--- config.mk ---
export PLATFORM = sky130hd
export DESIGN_NAME = pcm_frame_sched
export DESIGN_NICKNAME = d
export VERILOG_FILES = /design/src/rtl/pcm_pkg.sv /design/src/rtl/pcm_clk_div.sv /design/src/rtl/pcm_frame_sched.sv
export SDC_FILE = /design/constraint.sdc
export NUM_CORES = 1
export LEC_CHECK = 0
export CAP_MARGIN = 20
export CORE_UTILIZATION = 62
export CTS_BUF_LIST = sky130_fd_sc_hd__clkbuf_4
export DETAILED_ROUTE_END_ITERATION = 8
export GPL_TIMING_DRIVEN = 0
export PLACE_DENSITY_LB_ADDON = 0.2
export SLEW_MARGIN = 40
export SYNTH_ARGS = -nofsm -noshare
export SYNTH_HDL_FRONTEND = slang
export SYNTH_SLANG_ARGS = --single-unit
--- constraint.sdc ---
create_clock -name scki -period 6.92 [get_ports scki]
set_input_delay 1.038 -clock scki [delete_from_list [all_inputs] [get_ports scki]]
set_output_delay 1.038 -clock scki [all_outputs]
set_load 0.05 [all_outputs]
--- src/rtl/pcm_pkg.sv ---
// Shared definitions for the PCM frame scheduler: default sample and slot
// widths, the FSM state encoding and the stereo pair carried through the
// holding register and the shifters.
package pcm_pkg;

   localparam int PCM_SAMPLE_W = 24;
   localparam int PCM_SLOT_W   = 32;

   typedef enum logic [1:0] {
      ST_IDLE,
      ST_RUN,
      ST_STOPPING
   } state_t;

   // The pair is sized by the package default sample width.
   typedef struct packed {
      logic [PCM_SAMPLE_W-1:0] left;
      logic [PCM_SAMPLE_W-1:0] right;
   } pair_t;

endpackage

--- src/rtl/pcm_clk_div.sv ---
// Bit/word clock divider for the PCM frame scheduler.
// Ports:
//   scki, rst      - system clock, async active-low reset
//   run            - counters advance while high, are held at 0 while low
//   bck, lrck      - registered bit clock and word clock
//   pos_nxt        - slot position of the coming cycle
//   lr_nxt         - coming cycle lies in the right slot
//   slot_start_nxt - coming cycle is the first cycle of a slot
//   frame_wrap     - this cycle is the last cycle of a frame
module pcm_clk_div
   import pcm_pkg::*;
#(
   parameter int SLOT_W       = PCM_SLOT_W,
   parameter int SCKI_PER_BCK = 8,
   localparam int DIV_W       = $clog2(SCKI_PER_BCK),
   localparam int BIT_W       = $clog2(2 * SLOT_W),
   localparam int POS_W       = $clog2(SLOT_W)
) (
   input  logic             scki,
   input  logic             rst,
   input  logic             run,
   output logic             bck,
   output logic             lrck,
   output logic [POS_W-1:0] pos_nxt,
   output logic             lr_nxt,
   output logic             slot_start_nxt,
   output logic             frame_wrap
);

   logic [DIV_W-1:0] div_cnt, div_nxt;
   logic [BIT_W-1:0] bit_cnt, bit_nxt;
   logic             div_wrap;

   // NOTE: every signal written here gets a default first, so no latches.
   always_comb begin
      div_nxt    = '0;
      bit_nxt    = '0;
      div_wrap   = run && (div_cnt == DIV_W'(SCKI_PER_BCK - 1));
      frame_wrap = div_wrap && (bit_cnt == BIT_W'(2 * SLOT_W - 1));
      if (run) begin
         div_nxt = div_wrap ? '0 : div_cnt + DIV_W'(1);
         if (frame_wrap)
            bit_nxt = '0;
         else if (div_wrap)
            bit_nxt = bit_cnt + BIT_W'(1);
         else
            bit_nxt = bit_cnt;
      end
      lr_nxt         = (bit_nxt >= BIT_W'(SLOT_W));
      pos_nxt        = lr_nxt ? POS_W'(bit_nxt - BIT_W'(SLOT_W)) : POS_W'(bit_nxt);
      slot_start_nxt = run && (div_nxt == '0) && (pos_nxt == '0);
   end

   // bck/lrck are registered from the next-count values so they stay
   // glitch-free yet line up exactly with div_cnt/bit_cnt.
   // NOTE: state registers use non-blocking assignments only.
   always_ff @(posedge scki or negedge rst) begin
      if (!rst) begin
         div_cnt <= '0;
         bit_cnt <= '0;
         bck     <= 1'b0;
         lrck    <= 1'b0;
      end else begin
         div_cnt <= div_nxt;
         bit_cnt <= bit_nxt;
         bck     <= (div_nxt >= DIV_W'(SCKI_PER_BCK / 2));
         lrck    <= lr_nxt;
      end
   end

endmodule

--- src/rtl/pcm_frame_sched.sv ---
// Frame scheduler for the serial PCM DAC path: accepts stereo pairs over
// valid/ready, keeps one pair in reserve and serializes it I2S-style.
// Ports:
//   scki, rst              - system clock, async active-low reset
//   en                     - run request, stop/start at frame boundaries
//   s_valid/s_left/s_right - upstream stereo pair, s_ready back-pressure
//   underrun_clr           - clears the sticky underrun flag
//   lrck, bck, adata       - serial PCM outputs
//   data_parallel          - sample of the slot currently being sent
//   frame_start            - pulse on the first cycle of every frame
//   underrun               - sticky: a frame started with no pair available
module pcm_frame_sched
   import pcm_pkg::*;
#(
   parameter int SAMPLE_W     = PCM_SAMPLE_W,
   parameter int SLOT_W       = PCM_SLOT_W,
   parameter int SCKI_PER_BCK = 8
) (
   input  logic                scki,
   input  logic                rst,
   input  logic                en,
   input  logic                s_valid,
   input  logic [SAMPLE_W-1:0] s_left,
   input  logic [SAMPLE_W-1:0] s_right,
   output logic                s_ready,
   input  logic                underrun_clr,
   output logic                lrck,
   output logic                bck,
   output logic                adata,
   output logic [SAMPLE_W-1:0] data_parallel,
   output logic                frame_start,
   output logic                underrun
);

   localparam int POS_W = $clog2(SLOT_W);

   state_t           state, state_nxt;
   pair_t            hold, frame_pair, pair_nxt, in_pair;
   logic             hold_full;
   logic             live;
   logic             transfer;
   logic             run;
   logic             fs_nxt;
   logic             ur_set;
   logic             adata_nxt;
   logic [POS_W-1:0] pos_nxt, bit_idx;
   logic             lr_nxt, slot_start_nxt, frame_wrap;

   assign in_pair  = '{left: s_left, right: s_right};
   assign s_ready  = live && !hold_full;
   assign transfer = s_valid && s_ready;
   assign run      = (state != ST_IDLE);

   pcm_clk_div #(
      .SLOT_W       (SLOT_W),
      .SCKI_PER_BCK (SCKI_PER_BCK)
   ) u_clk_div (
      .scki           (scki),
      .rst            (rst),
      .run            (run),
      .bck            (bck),
      .lrck           (lrck),
      .pos_nxt        (pos_nxt),
      .lr_nxt         (lr_nxt),
      .slot_start_nxt (slot_start_nxt),
      .frame_wrap     (frame_wrap)
   );

   always_comb begin
      state_nxt = state;
      case (state)
         ST_IDLE:     if (en) state_nxt = ST_RUN;
         ST_RUN:      if (!en) state_nxt = frame_wrap ? ST_IDLE : ST_STOPPING;
         ST_STOPPING: if (en) state_nxt = ST_RUN;
                      else if (frame_wrap) state_nxt = ST_IDLE;
         default:     state_nxt = ST_IDLE;
      endcase

      // A frame begins either from IDLE or on a wrap we continue through.
      fs_nxt = (state_nxt == ST_RUN) && ((state == ST_IDLE) || frame_wrap);

      // The pair is picked during the frame_start cycle; slot position 0
      // lasts a whole bck period, so the shifters are ready before the MSB.
      pair_nxt = frame_pair;
      ur_set   = 1'b0;
      if (frame_start) begin
         if (hold_full) begin
            pair_nxt = hold;
         end else if (transfer) begin
            pair_nxt = in_pair;
         end else begin
            pair_nxt = '0;
            ur_set   = 1'b1;
         end
      end

      // MSB sits at slot position 1; positions 0 and past the sample are 0.
      bit_idx   = POS_W'(SAMPLE_W) - pos_nxt;
      adata_nxt = 1'b0;
      if ((pos_nxt != '0) && (pos_nxt <= POS_W'(SAMPLE_W)))
         adata_nxt = lr_nxt ? frame_pair.right[bit_idx] : frame_pair.left[bit_idx];
   end

   // NOTE: the holding and shift registers are reset as well, so a reset
   // mid-frame discards any pending pair and every output reads 0.
   always_ff @(posedge scki or negedge rst) begin
      if (!rst) begin
         state         <= ST_IDLE;
         live          <= 1'b0;
         hold          <= '0;
         hold_full     <= 1'b0;
         frame_pair    <= '0;
         frame_start   <= 1'b0;
         adata         <= 1'b0;
         data_parallel <= '0;
         underrun      <= 1'b0;
      end else begin
         state       <= state_nxt;
         live        <= 1'b1;
         frame_pair  <= pair_nxt;
         frame_start <= fs_nxt;
         adata       <= adata_nxt;

         // A bypass at frame start leaves the holding register empty.
         if (frame_start && hold_full)
            hold_full <= 1'b0;
         else if (transfer && !frame_start) begin
            hold      <= in_pair;
            hold_full <= 1'b1;
         end

         if (state_nxt == ST_IDLE)
            data_parallel <= '0;
         else if (frame_start)
            data_parallel <= pair_nxt.left;
         else if (slot_start_nxt && lr_nxt)
            data_parallel <= frame_pair.right;

         // A new underrun outranks a simultaneous clear.
         if (ur_set)
            underrun <= 1'b1;
         else if (underrun_clr)
            underrun <= 1'b0;
      end
   end

endmodule

==> key figures, run 1 <==
Final layout
  – Most common cell after layout, fill and taps aside: dfrtp_1
  – Final core occ: 78.4%
  – Final nets: 764
  – P&R area growth vs syn: 20.9%
  – Finished Cell Area: 7730 µm²
  – Most frequent cells in the layout: dfrtp_1, nand2_1, nor2_1, clkdlybuf4s50_1
  – Layout cell share with drive strength beyond 1: 19.6%
  – Diode count: 0
  – Final Instance Count excl. Fillers: 853

Yosys
  – Mean Syn Cell Area: 10.6 µm²
  – Mapped Cells: 604
  – Unique cell type count in the Yosys netlist: 50
  – Synth Area in Compound Gates: 9.23%
  – Synth Warn #: 0
  – Main flop type after synthesis: dfrtp_1
  – Post-synthesis mux area share: 13.8%
  – Synth Register Bits: 137
  – XOR/XNOR Fraction of Synth Area: 1.12%
  – EDFF count, synth: 0
  – Ys async rst share: 100%
  – Mapped Area: ~6400 µm²
  – Adder-cell share of the synthesized area: 0.783%
  – Largest family of logic cells by synthesized area: simple AND/OR/NAND/NOR gates
  – Leading area contributor after synthesis: dfrtp_1
  – Synth top area share: 53.6%
  – Area share of and/or/nand/nor cells after synthesis: 17.9%
  – Top cells by area, synth: dfrtp_1, mux2_2, nand2_1
  – Sequential element share of the synthesized area: 53.6%
  – Synth Net Count: 661

Setup path
  – Worst path cell trace: ha_1 -> ha_1 -> buf_6 -> xor2_1 -> o211ai_2 -> buf_6 -> ha_1 -> buf_2 -> mux4_2 -> mux2_2 -> nor3b_1 -> a21oi_1 -> a22o_1
  – FF-to-FF setup slack: 3.09 ns
  – Largest fanout on the critical path: 10
  – Crit Path Class: reg -> reg
  – R2R Path Start: u_clk_div.div_cnt[0]
  – CP startpoint: u_clk_div.div_cnt[0]
  – Required time of the critical path: around 7.4 ns
  – Cell mode on critical path: ha_1
  – Worst path max stage delay: between 0.5 and 0.6 ns
  – WP data arrival: 4.27 ns
  – CP endpoint kind: register
  – Startpoint types: register
  – Critical-path top delay cell: mux4_2

STA
  – RSZ-0062 raised after global routing: no
  – Final min period: 3.83 ns
  – FMAX: 0.261 GHz
  – Worst-Margin Slew: 0.694 ns
  – Period Utilization, post-route: roughly 55%
  – Max-slew violations: 0
  – Setup ws final: 3.09 ns
  – Final TNS setup: 0 ns
  – Slew headroom: 53.7%
  – Hold_ws: approximately 0.33 ns
  – Clock skew: 0.0134 ns
  – Final Hold Viols: 0
  – Setup violators final: 0

Clock network
  – CTS root buffer: clkbuf_4
  – Setup Fix Bufs, Post-CTS: 0
  – Worst-skew pair later-pin latency: roughly 0.54 ns
  – Htree depth: 4
  – Resized cells post-CTS: 0
  – Clock Path Buffers: 2
  – CTS Hold Bufs: 0
  – Clk sinks: 137
  – Worst-path clk slew: 0.12 ns
  – CTS Buf Count: 17
  – CTS tree: built

Global routing
  – Total GRT Usage: 30.2%
  – Pin count of the biggest net entering global routing: 57
  – Congestion Overflow GR: 0
  – Initial antenna violation count: 0
  – First-pass GRT wire length: around 25 mm
  – Vias in the first global route: just over 5000

Route
  – Pre-antenna DRT Iters: 5
  – Vias per cell: 5.83
  – Met2 wire len: 7.35 mm
  – Max layer used: met4
  – Antenna-violating nets left: 0
  – DRT met1 WL: around 6.5 mm
  – Via Count: 4970
  – DRC Markers: 0
  – Iter 0 DRT Violations: between 200 and 300
  – Wirelength, routed: 15.0 mm
  – Routed WL per cell: 17.5 µm
  – Met3 routed WL: roughly 760 µm

Flow run
  – Max-Cap Viols: 0

Power and ir drop
  – Pwr Density: 339 nW/µm²
  – Total power: 2.62 mW
  – Worst vdd ir: 0.000240 V
  – Lkg Pwr: 3.28 nW

Place
  – Final HPWL DP: 11.0 mm
  – I/O Buffers: 82
  – Cells after DPL: 821
  – Worst slack, placed: 3.07 ns
  – Placed Area: 7440 µm²
  – Final RePlAce weighted congestion: 0.865

Floorplanning
  – Core Region: 9860 µm²
  – Initial core utilization: 64.8%
  – Die ar.: 10700 µm²
  – Die Wd: around 100 µm
  – DIE HEIGHT: roughly 100 µm
  – # IOs: 83
  – Num rows: 36

Hold path
  – Type of the tightest min-delay check: in -> async

Outcome
  – Status: complete, no violations
==> final timing paths <==
check	depth (start not counted)	to
worst max register to register	13	adata
max in group asynchronous	3	hold[18]
worst max-delay path	13	adata
worst min register to register	1	u_clk_div.div_cnt[0]
worst min-delay path	1	data_parallel[4]
min in group scki	1	u_clk_div.div_cnt[0]
==> area by class of cell <==
class | count | area [µm²]
plain buffers | 38 | 194
clock buffers | 18 | 135
clock inverters | 14 | 149
fillers | 612 | 2130
inverters | 7 | 26.3
multi-input cells | 422 | 2750
flip-flops and latches | 137 | 3430
well taps | 133 | 166
repair buffers | 84 | 881
==> worst max-delay path, delay by kind of cell, from the launching register on <==
kind | cells | cell delay [ns]
xor gates and xnor gates | 1 | 0.19
DFF | 1 | 0.41
and+or+nand+nor | 1 | 0.18
buffers and inverters | 3 | 0.77
adders and majority gates | 3 | 0.78
muxes | 2 | 0.84
AOI/OAI and AO/OA | 3 | 0.55
==> report_power, final <==
| group | switching, mW | internal, mW |
|---|---|---|
| Clock | 0.301 | 0.219 |
| Combinational | 0.507 | 0.375 |
| Sequential | 0.147 | 1.07 |
| Total | 0.955 | 1.66 |
==> cells by family after synthesis <==
kind of cell | after synthesis
simple gates | 250
flops | 137
compound gates | 94
mux | 67
buf+inv | 45
xor+xnor | 6
fa+ha+maj | 4
other cells | 1
==> Yosys cell counts, types with 2 or more instances <==
cell      count
mux2i_1       4
inv_2         2
nor3_2       19
o21ai_0       2
xor2_1        2
buf_2         5
buf_6         6
buf_1         5
mux4_2       12
inv_1         5
a21oi_1      50
o21ai_2       2
a21oi_2       2
nor2_1      101
nor3b_1       4
nand2_1     104
xnor2_1       3
dfrtp_1     137
mux2_2       50
ha_1          4
nor2b_1       3
clkbuf_1     22
a31oi_1      24
and2_1        4
nor3_1        7
==> registers in the layout, indices dropped and copies added (netlist names), 2 cells and up <==
| name | cells |
|---|---|
| state | 2 |
| data_parallel | 24 |
| u_clk_div.div_cnt | 2 |
| u_clk_div.bit_cnt | 6 |
| frame_pair | 48 |
| hold | 48 |
==> per-layer routing <==
layer / vias to the layer above / global-route usage (%)
met5: - / 0
met4: 0 / 12.7
met3: 33 / 6.23
met2: 163 / 48.6
met1: 2497 / 40.2
li1: 2277 / -
Power figures use the tool's default switching activity.
==> run 2: changes to the inputs <==
--- a/config.mk
+++ b/config.mk
@@ -6,7 +6,7 @@
 export NUM_CORES = 1
 export LEC_CHECK = 0
 export CAP_MARGIN = 20
-export CORE_UTILIZATION = 62
+export CORE_UTILIZATION = 52
 export CTS_BUF_LIST = sky130_fd_sc_hd__clkbuf_4
 export DETAILED_ROUTE_END_ITERATION = 8
 export GPL_TIMING_DRIVEN = 0
==> constraint.sdc (replaced) <==
create_clock -name scki -period 3.25 [get_ports scki]
set_input_delay 0.4875 -clock scki [delete_from_list [all_inputs] [get_ports scki]]
set_output_delay 0.4875 -clock scki [all_outputs]
set_load 0.05 [all_outputs]
==> run 2 against run 1 <==
Net effect:
- total power increased by 120%
- global-route usage decreased by 3.9 points
- die area increased by 19%
- first-iteration DRC count increased by 5.4%
- non-clock buffer count increased by 14
- sequential cell count unchanged
- utilization decreased by 12 points
- highest routed layer unchanged
==> key figures, run 2 (synthesized netlist as in run 1, its figures left out) <==
Power and ir drop
  – Worst vdd ir: 0.000321 V
  – Lkg Pwr: approximately 3.4 nW
  – Pwr Density: 723 nW/µm²
  – Total power: 5.74 mW

Global routing
  – First-pass GRT wire length: ~25 mm
  – Initial antenna violation count: 0
  – Congestion Overflow GR: 0
  – Pin count of the biggest net entering global routing: 77
  – Total GRT Usage: 26.3%
  – Vias in the first global route: 5049

Floorplanning
  – Core Region: 12000 µm²
  – Num rows: 40
  – Initial core utilization: 53.2%
  – Die ar.: 12700 µm²
  – DIE HEIGHT: 113 µm
  – # IOs: 83
  – Die Wd: about 110 µm

Setup path
  – Required time of the critical path: 3.69 ns
  – Largest fanout on the critical path: 10
  – CP startpoint: u_clk_div.div_cnt[0]
  – R2R Path Start: u_clk_div.div_cnt[0]
  – Cell mode on critical path: ha_1
  – Startpoint types: register
  – Worst path cell trace: ha_1 -> ha_1 -> buf_6 -> xor2_4 -> o211ai_4 -> buf_8 -> ha_4 -> buf_12 -> mux4_2 -> mux2_2 -> nor3b_2 -> a21oi_1 -> a22o_1
  – WP data arrival: 3.57 ns
  – Worst path max stage delay: 0.49 ns
  – Critical-path top delay cell: mux4_2
  – Crit Path Class: reg -> reg
  – CP endpoint kind: register

STA
  – Final TNS setup: 0 ns
  – Max-slew violations: 0
  – FMAX: 0.320 GHz
  – Setup ws final: about 0.12 ns
  – Slew headroom: 47.2%
  – Worst-Margin Slew: 0.787 ns
  – Final min period: 3.13 ns
  – Clock skew: between 0.015 and 0.02 ns
  – Period Utilization, post-route: 96.3%
  – Setup violators final: 0
  – Final Hold Viols: 0
  – RSZ-0062 raised after global routing: no

Clock network
  – Htree depth: 4
  – Worst-skew pair later-pin latency: 0.55 ns
  – CTS root buffer: clkbuf_4
  – Clock Path Buffers: 2
  – CTS Buf Count: 17
  – Worst-path clk slew: 0.13 ns
  – Clk sinks: 137
  – CTS tree: built

Hold path
  – Type of the tightest min-delay check: in -> async

Final layout
  – Most common cell after layout, fill and taps aside: dfrtp_1
  – Layout cell share with drive strength beyond 1: a little over a fifth
  – Diode count: 0
  – Final nets: 778
  – P&R area growth vs syn: 24.2%
  – Largest regs: frame_pair: 48 flops, hold: 48 flops, data_parallel: 24 flops
  – Most frequent cells in the layout: dfrtp_1, nand2_1, nor2_1, clkdlybuf4s50_1

Outcome
  – Status: complete, no violations

Place
  – Final HPWL DP: 11.1 mm
  – Final RePlAce weighted congestion: 0.823
  – I/O Buffers: around 80
  – Worst slack, placed: -0.365 ns

Route
  – Via Count: 4953
  – Routed WL per cell: 17.6 µm
  – Pre-antenna DRT Iters: 5
  – Wirelength, routed: 15.5 mm
  – DRC Markers: 0
  – Antenna-violating nets left: 0
  – Iter 0 DRT Violations: 292
  – Vias per cell: 5.62

Flow run
  – Max-Cap Viols: 0
-- run 2: power by group --
group | leakage, nW | switching, mW | internal, mW
clock | 0.167 | 0.633 | 0.610
sequential | 1.66 | 0.312 | 2.28
combinational | 1.55 | 1.09 | 0.825
-- run 2: stage by stage --
step	area [µm²]	hold WS [ns]	instances	util, %
finish	7940	0.453	881	66.1
global route	7940	0.481	881	66.1
CTS	7880	0.452	874	65.6
detailed placement	7450	0.459	834	62.0
global placement	7420	0.444	833	61.7
floorplan	6410	0.192	604	-
-- run 2: worst paths after layout --
check	endpoint	slack, ns	cells past startpoint
worst max-delay path	adata	0.12	13
worst min-delay path	data_parallel[7]	0.45	2
worst max register to register	adata	0.12	13
worst min register to register	frame_pair[28]	0.50	2
max in group asynchronous	frame_pair[2]	2.06	3
min in group scki	underrun	0.49	2
-- run 2: layout make-up --
cell class | count | area, µm²
buffer | 38 | 213
clock buffer | 18 | 135
clock inverter | 14 | 180
fill | 951 | 4070
inverter | 7 | 26.3
multi-input combinational | 422 | 2810
sequential | 137 | 3430
tap | 147 | 184
timing repair buffer | 98 | 968
-- run 2: what timing repair did --
| item | CTS | global route |
|---|---|---|
| buffers inserted | 7 | 7 |
| endpoints found under the hold margin | 61 | 0 |
| pin swaps | 2 | 1 |
| hold buffers | 1 | 0 |
| setup endpoints to repair | 2 | 1 |
| resized for setup | 8 | 2 |
-- run 2: critical path, delay by kind of cell, from the launching register on --
| kind | cells | cell delay [ns] |
|---|---|---|
| muxes | 2 | 0.78 |
| and+or+nand+nor | 1 | 0.15 |
| AOI/OAI and AO/OA | 3 | 0.41 |
| buffers and inverters | 3 | 0.45 |
| adders and majority gates | 3 | 0.68 |
| xor gates and xnor gates | 1 | 0.16 |
| DFF | 1 | 0.39 |
-- run 2: per-layer routing --
metal	track usage [%]	routed length (µm)	up-vias
met2	43.3	7680	153
met1	35.0	6780	2474
met3	4.71	690	22
met5	0	0	-
met4	10.1	316	0
li1	-	-	2304
